File: config.mk
export PLATFORM = sky130hd
export DESIGN_NAME = cv32e40p_clock_gate_ctrl
export DESIGN_NICKNAME = d
export VERILOG_FILES = /design/src/rtl/cv32e40p_cg_pkg.sv /design/src/rtl/cv32e40p_cg_channel.sv /design/src/rtl/cv32e40p_clock_gate.sv /design/src/rtl/cv32e40p_clock_gate_ctrl.sv
export SDC_FILE = /design/constraint.sdc
export NUM_CORES = 1
export LEC_CHECK = 0
export CAP_MARGIN = 20
export CORE_UTILIZATION = 47
export CTS_CLUSTER_SIZE = 14
export DETAILED_ROUTE_END_ITERATION = 6
export PLACE_DENSITY_LB_ADDON = 0.12
export SLEW_MARGIN = 5
export SYNTH_ARGS = -nofsm -noshare
export SYNTH_HDL_FRONTEND = slang
export SYNTH_SLANG_ARGS = --single-unit
File: constraint.sdc
create_clock -name clk_i -period 1.55 [get_ports clk_i]
set_input_delay 0.2325 -clock clk_i [delete_from_list [all_inputs] [get_ports clk_i]]
set_output_delay 0.2325 -clock clk_i [all_outputs]
set_load 0.05 [all_outputs]
File: src/rtl/cv32e40p_cg_pkg.sv
// Shared types and encodings for the multi-channel clock-gating controller.
package cv32e40p_cg_pkg;

  localparam logic [1:0] CgOffEnc   = 2'd0;
  localparam logic [1:0] CgWakeEnc  = 2'd1;
  localparam logic [1:0] CgOnEnc    = 2'd2;
  localparam logic [1:0] CgDrainEnc = 2'd3;

  typedef enum logic [1:0] {
    CgOff   = CgOffEnc,
    CgWake  = CgWakeEnc,
    CgOn    = CgOnEnc,
    CgDrain = CgDrainEnc
  } cg_state_e;

  // Width of a counter holding 0..n, never narrower than one bit.
  function automatic int cg_cnt_w(input int n);
    int w;
    w = $clog2(n + 1);
    return (w < 1) ? 1 : w;
  endfunction

endpackage

File: src/rtl/cv32e40p_cg_channel.sv
// One gated-clock channel: idle-hysteresis / wake-latency FSM, saturating OFF counter
// and the gate cell it drives.
module cv32e40p_cg_channel
  import cv32e40p_cg_pkg::*;
#(
  parameter int IDLE_CYCLES = 16,
  parameter int WAKE_CYCLES = 2,
  parameter int CNT_W       = 16,
  parameter int RST_ON      = 1
) (
  input  logic             clk_i,
  input  logic             rst_i,
  input  logic             scan_cg_en_i,
  input  logic             wake_req_i,
  input  logic             idle_i,
  input  logic             force_on_i,
  input  logic             cnt_clr_i,
  output logic             clk_o,
  output logic             en_o,
  output logic             ack_o,
  output logic [1:0]       state_o,
  output logic [CNT_W-1:0] gated_cnt_o
);

  localparam int IdleW = cg_cnt_w(IDLE_CYCLES);
  localparam int WakeW = cg_cnt_w(WAKE_CYCLES);
  localparam logic [IdleW-1:0] IdleLast = IdleW'(IDLE_CYCLES - 1);
  localparam logic [WakeW-1:0] WakeLast = WakeW'(WAKE_CYCLES - 1);
  localparam cg_state_e RstState = (RST_ON != 0) ? CgOn : CgOff;

  cg_state_e        state_q, state_d;
  logic [IdleW-1:0] idle_cnt_q, idle_cnt_d;
  logic [WakeW-1:0] wake_cnt_q, wake_cnt_d;
  logic [CNT_W-1:0] gated_cnt_q, gated_cnt_d;
  logic             en_q, en_d;
  logic             ack_q, ack_d;

  logic wake_hit;
  logic idle_qual;

  assign wake_hit  = wake_req_i | force_on_i;
  assign idle_qual = idle_i & ~wake_hit;

  always_comb begin
    state_d    = state_q;
    idle_cnt_d = idle_cnt_q;
    wake_cnt_d = wake_cnt_q;
    unique case (state_q)
      CgOn: begin
        if (idle_qual) begin
          idle_cnt_d = IdleW'(1);
          state_d    = (IDLE_CYCLES == 1) ? CgOff : CgDrain;
        end
      end
      CgDrain: begin
        if (!idle_qual) begin
          state_d    = CgOn;
          idle_cnt_d = '0;
        end else if (idle_cnt_q == IdleLast) begin
          state_d    = CgOff;
          idle_cnt_d = '0;
        end else begin
          idle_cnt_d = idle_cnt_q + IdleW'(1);
        end
      end
      CgOff: begin
        // idle_i is deliberately ignored here; only a wake source leaves OFF.
        if (wake_hit) begin
          wake_cnt_d = '0;
          state_d    = (WAKE_CYCLES == 0) ? CgOn : CgWake;
        end
      end
      CgWake: begin
        if (wake_cnt_q == WakeLast) begin
          state_d    = CgOn;
          wake_cnt_d = '0;
        end else begin
          wake_cnt_d = wake_cnt_q + WakeW'(1);
        end
      end
    endcase
  end

  always_comb begin
    gated_cnt_d = gated_cnt_q;
    if (cnt_clr_i) begin
      gated_cnt_d = '0;
    end else if (state_q == CgOff && !(&gated_cnt_q)) begin
      gated_cnt_d = gated_cnt_q + CNT_W'(1);
    end
  end

  // Outputs are registered from the next state so they always match state_q.
  assign en_d  = (state_d != CgOff);
  assign ack_d = (state_d == CgOn) || (state_d == CgDrain);

  always_ff @(posedge clk_i) begin
    if (rst_i) begin
      state_q     <= RstState;
      idle_cnt_q  <= '0;
      wake_cnt_q  <= '0;
      gated_cnt_q <= '0;
      en_q        <= (RST_ON != 0);
      ack_q       <= (RST_ON != 0);
    end else begin
      state_q     <= state_d;
      idle_cnt_q  <= idle_cnt_d;
      wake_cnt_q  <= wake_cnt_d;
      gated_cnt_q <= gated_cnt_d;
      en_q        <= en_d;
      ack_q       <= ack_d;
    end
  end

  cv32e40p_clock_gate u_clock_gate (
    .clk_i        (clk_i),
    .en_i         (en_q),
    .scan_cg_en_i (scan_cg_en_i),
    .clk_o        (clk_o)
  );

  assign en_o        = en_q;
  assign ack_o       = ack_q;
  assign state_o     = state_q;
  assign gated_cnt_o = gated_cnt_q;

endmodule

File: src/rtl/cv32e40p_clock_gate.sv
// Latch-based clock gate: enable is captured while clk_i is low, so clk_o never glitches.
module cv32e40p_clock_gate (
  input  logic clk_i,
  input  logic en_i,
  input  logic scan_cg_en_i,
  output logic clk_o
);

  logic en_latch;

  always_latch begin
    if (!clk_i) begin
      en_latch = en_i | scan_cg_en_i;
    end
  end

  assign clk_o = clk_i & en_latch;

endmodule

File: src/rtl/cv32e40p_clock_gate_ctrl.sv
// Multi-domain clock-gating controller: NUM_CH independent gated-clock channels.
module cv32e40p_clock_gate_ctrl
  import cv32e40p_cg_pkg::*;
#(
  parameter int NUM_CH      = 2,
  parameter int IDLE_CYCLES = 16,
  parameter int WAKE_CYCLES = 2,
  parameter int CNT_W       = 16,
  parameter int RST_ON      = 1
) (
  input  logic                    clk_i,
  input  logic                    rst_i,
  input  logic                    scan_cg_en_i,
  input  logic [NUM_CH-1:0]       wake_req_i,
  input  logic [NUM_CH-1:0]       idle_i,
  input  logic [NUM_CH-1:0]       force_on_i,
  input  logic                    cnt_clr_i,
  output logic [NUM_CH-1:0]       clk_o,
  output logic [NUM_CH-1:0]       en_o,
  output logic [NUM_CH-1:0]       ack_o,
  output logic [2*NUM_CH-1:0]     state_o,
  output logic [NUM_CH*CNT_W-1:0] gated_cnt_o
);

  for (genvar i = 0; i < NUM_CH; i++) begin : gen_ch
    cv32e40p_cg_channel #(
      .IDLE_CYCLES (IDLE_CYCLES),
      .WAKE_CYCLES (WAKE_CYCLES),
      .CNT_W       (CNT_W),
      .RST_ON      (RST_ON)
    ) u_channel (
      .clk_i        (clk_i),
      .rst_i        (rst_i),
      .scan_cg_en_i (scan_cg_en_i),
      .wake_req_i   (wake_req_i[i]),
      .idle_i       (idle_i[i]),
      .force_on_i   (force_on_i[i]),
      .cnt_clr_i    (cnt_clr_i),
      .clk_o        (clk_o[i]),
      .en_o         (en_o[i]),
      .ack_o        (ack_o[i]),
      .state_o      (state_o[2*i +: 2]),
      .gated_cnt_o  (gated_cnt_o[i*CNT_W +: CNT_W])
    );
  end

endmodule

; After elaboration in Yosys (flattened, before gate mapping)
; Cells that the tools add are included.
[word_totals]
inputBits = 10
out_inout_bits = 42
wordCells = 97
reg_bits = 54
latch_bits = 2
[op_classes]
eq_ne = 18
reduce_logical = 21
bitwise_logic = 10
n_mux = 28
n_addsub = 6
[ops]
columns = cell, n
row1 = $add 16x1->16 const B, 2
row2 = $reduce_and 16->1, 2
row3 = $mux 5, 6
row4 = $mux 2, 14
row5 = $pmux 5 s2, 2
row6 = $eq 2x2->1 const B, 8
row7 = $pmux 2 s4, 2
row8 = $reduce_bool 2->1, 6
row9 = $add 5x1->5 const B, 2
row10 = $eq 5x4->1 const B, 2
row11 = $eq 2x1->1 const B, 4
row12 = $ne 2x1->1 const B, 4
row13 = $pmux 2 s2, 2
row14 = $reduce_and 2->1, 4
row15 = $add 2x1->2 const B, 2
row16 = $and 1x1->1, 4
row17 = $logic_not 2->1, 2
row18 = $or 1x1->1, 4
row19 = $logic_and 1x1->1, 2
row20 = $logic_not 1->1, 2
row21 = $logic_or 1x1->1, 2
row22 = $mux 1, 2
row23 = $not 1->1, 2
row24 = $reduce_or 2->1, 1

; Logic depth before layout (Yosys ltp)
[logic_depth]
word_depth = 7
ltp_mapped = 7
ltp_nobuf = 5

; By module
; From an unflattened synthesis, not the netlist that was laid out.
[hier_totals]
hier_cells = 304
hier_area_um2 = 2672.6
[by_module_without_submodules]
columns = mod, seq_area_each_um2, cells_each, area_each_um2, instances
row1 = cv32e40p_cg_channel, 520.5, 149, 1308.8, 2
row2 = cv32e40p_clock_gate, 0.0, 3, 27.5, 2

==> results.md <==
* Reported net switching power at 848 uW
* Clock transition time at the flip-flop clock pins of the worst setup and hold paths at 0.10 ns
* Part of the power in combinational logic at 3.9%
* Reported leakage power at 0.00152 uW
* Unrepaired setup endpoints after global routing: yes
* Number of standard-cell rows in the floorplan at 27
* Number of detailed-routing iterations run before antenna repair at 4
* Final hold viol count at 0
* I/O pin cnt at 52
* Violated checks: negative setup slack
* Number of distinct library cell variants in the gate-level netlist after synthesis at between 40 and 50
* Minimum setup slack in the final design at -0.555 ns
* Drt initial violations at 157
* Post-synth net total at 336
* Switching power as a share of total power at between 20% and 30%
* Non-Filler Instances at roughly 490
* Initial Util at 49.3%
* Cells taking the most area after synthesis: sky130_fd_sc_hd__dfxtp_1 (40%), sky130_fd_sc_hd__a21oi_1 (5.5%), sky130_fd_sc_hd__nand4_1 (3.9%)
* End point of the most critical hold path: gen_ch[0].u_channel.wake_cnt_q[1]$_SDFFE_PP0P_
* Initial antenna violation count at 0
* Overall fraction of global-route tracks in use at 24.5%
* Area growth from synthesis to layout at 47.6%
* Kind of path behind the tightest hold check: reg2reg
* Number of flops mapped to enable cells by yosys at 0
* Residual antenna-violating net count after detailed routing at 0
* Kind of start point of the critical path: latch
* Worst r2r path cells at 6
* Relative slew margins at 64.5%
* Portion of total power attributed to sequential cells at 44.2%
* R2r startpoint: gen_ch[1].u_channel.gated_cnt_o[0]$_SDFFE_PP0P_
* Measured slew at the worst slew-check pin at 0.527 ns
* Pint at about 2300 uW
* List of most frequent post-synthesis cells: sky130_fd_sc_hd__dfxtp_1 (54), sky130_fd_sc_hd__a21oi_1 (30), sky130_fd_sc_hd__nand2_1 (21)
* Fill count at 443
* Post-placement worst setup slack at -0.721 ns
* FF-to-FF End: gen_ch[1].u_channel.gated_cnt_o[13]$_SDFFE_PP0P_
* Aggregate global routing overflow at 0
* Vias in the first global route at ~2600
* Post-synthesis area per instance at approximately 8.5 um2
* Clk pwr share at roughly 52%
* Number of cells after detailed placement at 463
* Vert. Die Dim at 78.2 um
* Die area at 6120 um2
* Async set-reset flop share out of synthesis at 0%
* Biggest area consumer among synthesized cells: sky130_fd_sc_hd__dfxtp_1
* Arrival time worst endpoint at 1.87 ns
* Flop and latch count out of synthesis at 56
* Total inserted antenna cells at 0
* Number of max-cap violations at 0
* Setup TNS after final layout at -1.20 ns
* Warning count from the yosys run at 0
* Slew Limit Fails at 0
* Routability congestion estimate at approximately 0.82
* First-pass GRT wire length at 11900 um
* Chip Width at 78.2 um
* Clock latency reported for the late side of the worst-skew pair at 0.41 ns
* CTS tree: yes
* Beginning of the worst hold path: gen_ch[0].u_channel.wake_cnt_q[1]$_SDFFE_PP0P_
* Routed wire length at 7520 um
* Most frequent cell after synthesis: sky130_fd_sc_hd__dfxtp_1
* Minimum hold slack at between 0.4 and 0.5 ns
* Number of design rule violations left after detail routing at 0
* Synthesized area at about 2700 um2
* Outcome: complete, but fails checks
* Largest net degree at the start of global routing at 17
* Post-cts hold buffer count at 0
* Core area at 5540 um2
* Number of vias per cell after detailed routing at 5.96
* Via count at 2925
* Nets at 432
* WL per Instance at ~15 um
* Worst EP required at roughly 1.3 ns
* Final count of negative-setup-slack endpoints at 10
* Ratio of cells with drive above 1 in the final layout at ~46%
* Top cell type's share of synthesized area at 39.6%
* Max Clock Skew at 0.00882 ns
* Most common flop cell mapped by yosys: sky130_fd_sc_hd__dfxtp_1
* Max Fanout on Critical Path at 1
* Minimum setup slack among reg-to-reg paths at -0.03 ns
* Worst IR drop on VDD at a little under 0.9 mV
* Setup CP Type: latch2out
* Post-Syn Instances at 322
* Areal power density over the cells at 777 nW/um2
* Instance count along the most critical hold path at 2
* Port bufs at 51
* Hpwl dp at 4960 um
* CP endpoint kind: output port
-- layout make-up --
type	instances	area, um2	share of cell area (%)
tap	72	90.1	2.24
clock inverter	1	5.00	0.124
timing repair buffer	106	875	21.7
clock buffer	13	183	4.53
multi-input combinational	239	1640	40.7
inverter	4	15.0	0.373
sequential	56	1220	30.4
-- cells in the final DEF, fill, tap and decap left out, drive strengths merged, types with 2 or more instances in the layout --
cell type      instances
o31ai                  8
nor4                   2
nor3                   6
and3                   3
a32oi                  7
a31oi                  3
mux2i                  2
or2                    7
ha                     4
o21ai                 20
a22oi                  2
a21oi                 30
clkdlybuf4s50          9
dlxtn                  2
and4                   5
mux2                   2
nor2b                  3
nand4                 17
o41ai                  4
nor3b                  5
o211ai                 2
nand3                 17
o311ai                 4
nand2                 21
and4b                  3
a211oi                 5
or4                    6
a31o                   3
or3                   14
inv                    4
and2                   5
nand2b                 4
buf                   99
clkbuf                11
nor2                  20
dfxtp                 54
-- registers in the layout (all words and copies together), names as in the netlist --
| register | count |
|---|---|
| gen_ch.u_channel.ack_o | 2 |
| gen_ch.u_channel.state_o | 4 |
| gen_ch.u_channel.u_clock_gate.en_latch | 2 |
| gen_ch.u_channel.wake_cnt_q | 4 |
| gen_ch.u_channel.idle_cnt_q | 10 |
| gen_ch.u_channel.gated_cnt_o | 32 |
| gen_ch.u_channel.en_o | 2 |
-- critical path: stages, from the launching register on --
cell and delay (ns):
sky130_fd_sc_hd__dlxtn_2 0.41, sky130_fd_sc_hd__and2_4 0.13, sky130_fd_sc_hd__buf_8 0.13
-- layer usage --
metal / track usage [%] / part of all wire (%) / vias to the layer above / wire length [um]
met5: 0 / 0 / - / 0
met4: 10.2 / 1.6 / 0 / 118
met3: 6.40 / 5.6 / 15 / 418
met2: 40.8 / 50 / 97 / 3770
met1: 30.0 / 43 / 1393 / 3220
li1: - / - / 1420 / -
-- what timing repair did --
item                       in CTS  in global routing
setup buffers                   7                  8
pin swaps                       6                 16
cloned                          1                  0
hold endpoints to repair        0                  0
setup endpoints to repair      12                 28
gates resized for setup        28                 31
-- stage by stage --
step                total power [uW]  util (%)  area [um2]
detailed placement              1870      64.9        3600
global route                    3250      72.7        4030
finish                          3130      72.7        4030
CTS                             3160      69.6        3860
floorplan                       1830         -        2900
global placement                1870      64.9        3600
-- power by group through the flow --
stage          logic, uW  registers [uW]  clock network [uW]
4_1_cts              117            1380                1660
6_report             121            1380                1630
3_3_place_gp         113            1420                 334
2_1_floorplan       47.4            1420                 361
5_1_grt              131            1380                1740
3_5_place_dp         116            1420                 334
-- kinds of logic after synthesis --
kind of cell	synth area share [%]
latches	1.10
and+or+nand+nor	29.7
adders and majority gates	1.83
muxes	1.56
buffers and inverters	5.32
DFF	39.6
AOI/OAI and AO/OA	20.9
-- worst max path at each step --
stage / start / endpoint / depth (start not counted) / slack (ns)
6_report: gen_ch[1].u_channel.u_clock_gate.en_latch$_DLATCH_N_ / clk_o[1] / 2 / -0.55
5_1_grt: gen_ch[1].u_channel.u_clock_gate.en_latch$_DLATCH_N_ / clk_o[1] / 2 / -0.59
4_1_cts: gen_ch[1].u_channel.u_clock_gate.en_latch$_DLATCH_N_ / clk_o[1] / 2 / -0.57
3_5_place_dp: gen_ch[1].u_channel.u_clock_gate.en_latch$_DLATCH_N_ / clk_o[1] / 2 / -0.72
3_3_place_gp: gen_ch[1].u_channel.u_clock_gate.en_latch$_DLATCH_N_ / clk_o[1] / 2 / -0.71
2_1_floorplan: gen_ch[1].u_channel.state_o[0]$_SDFF_PP0_ / gen_ch[1].u_channel.gated_cnt_o[6]$_SDFFE_PP0P_ / 6 / -0.16
(Power assumes the default switching activity.)
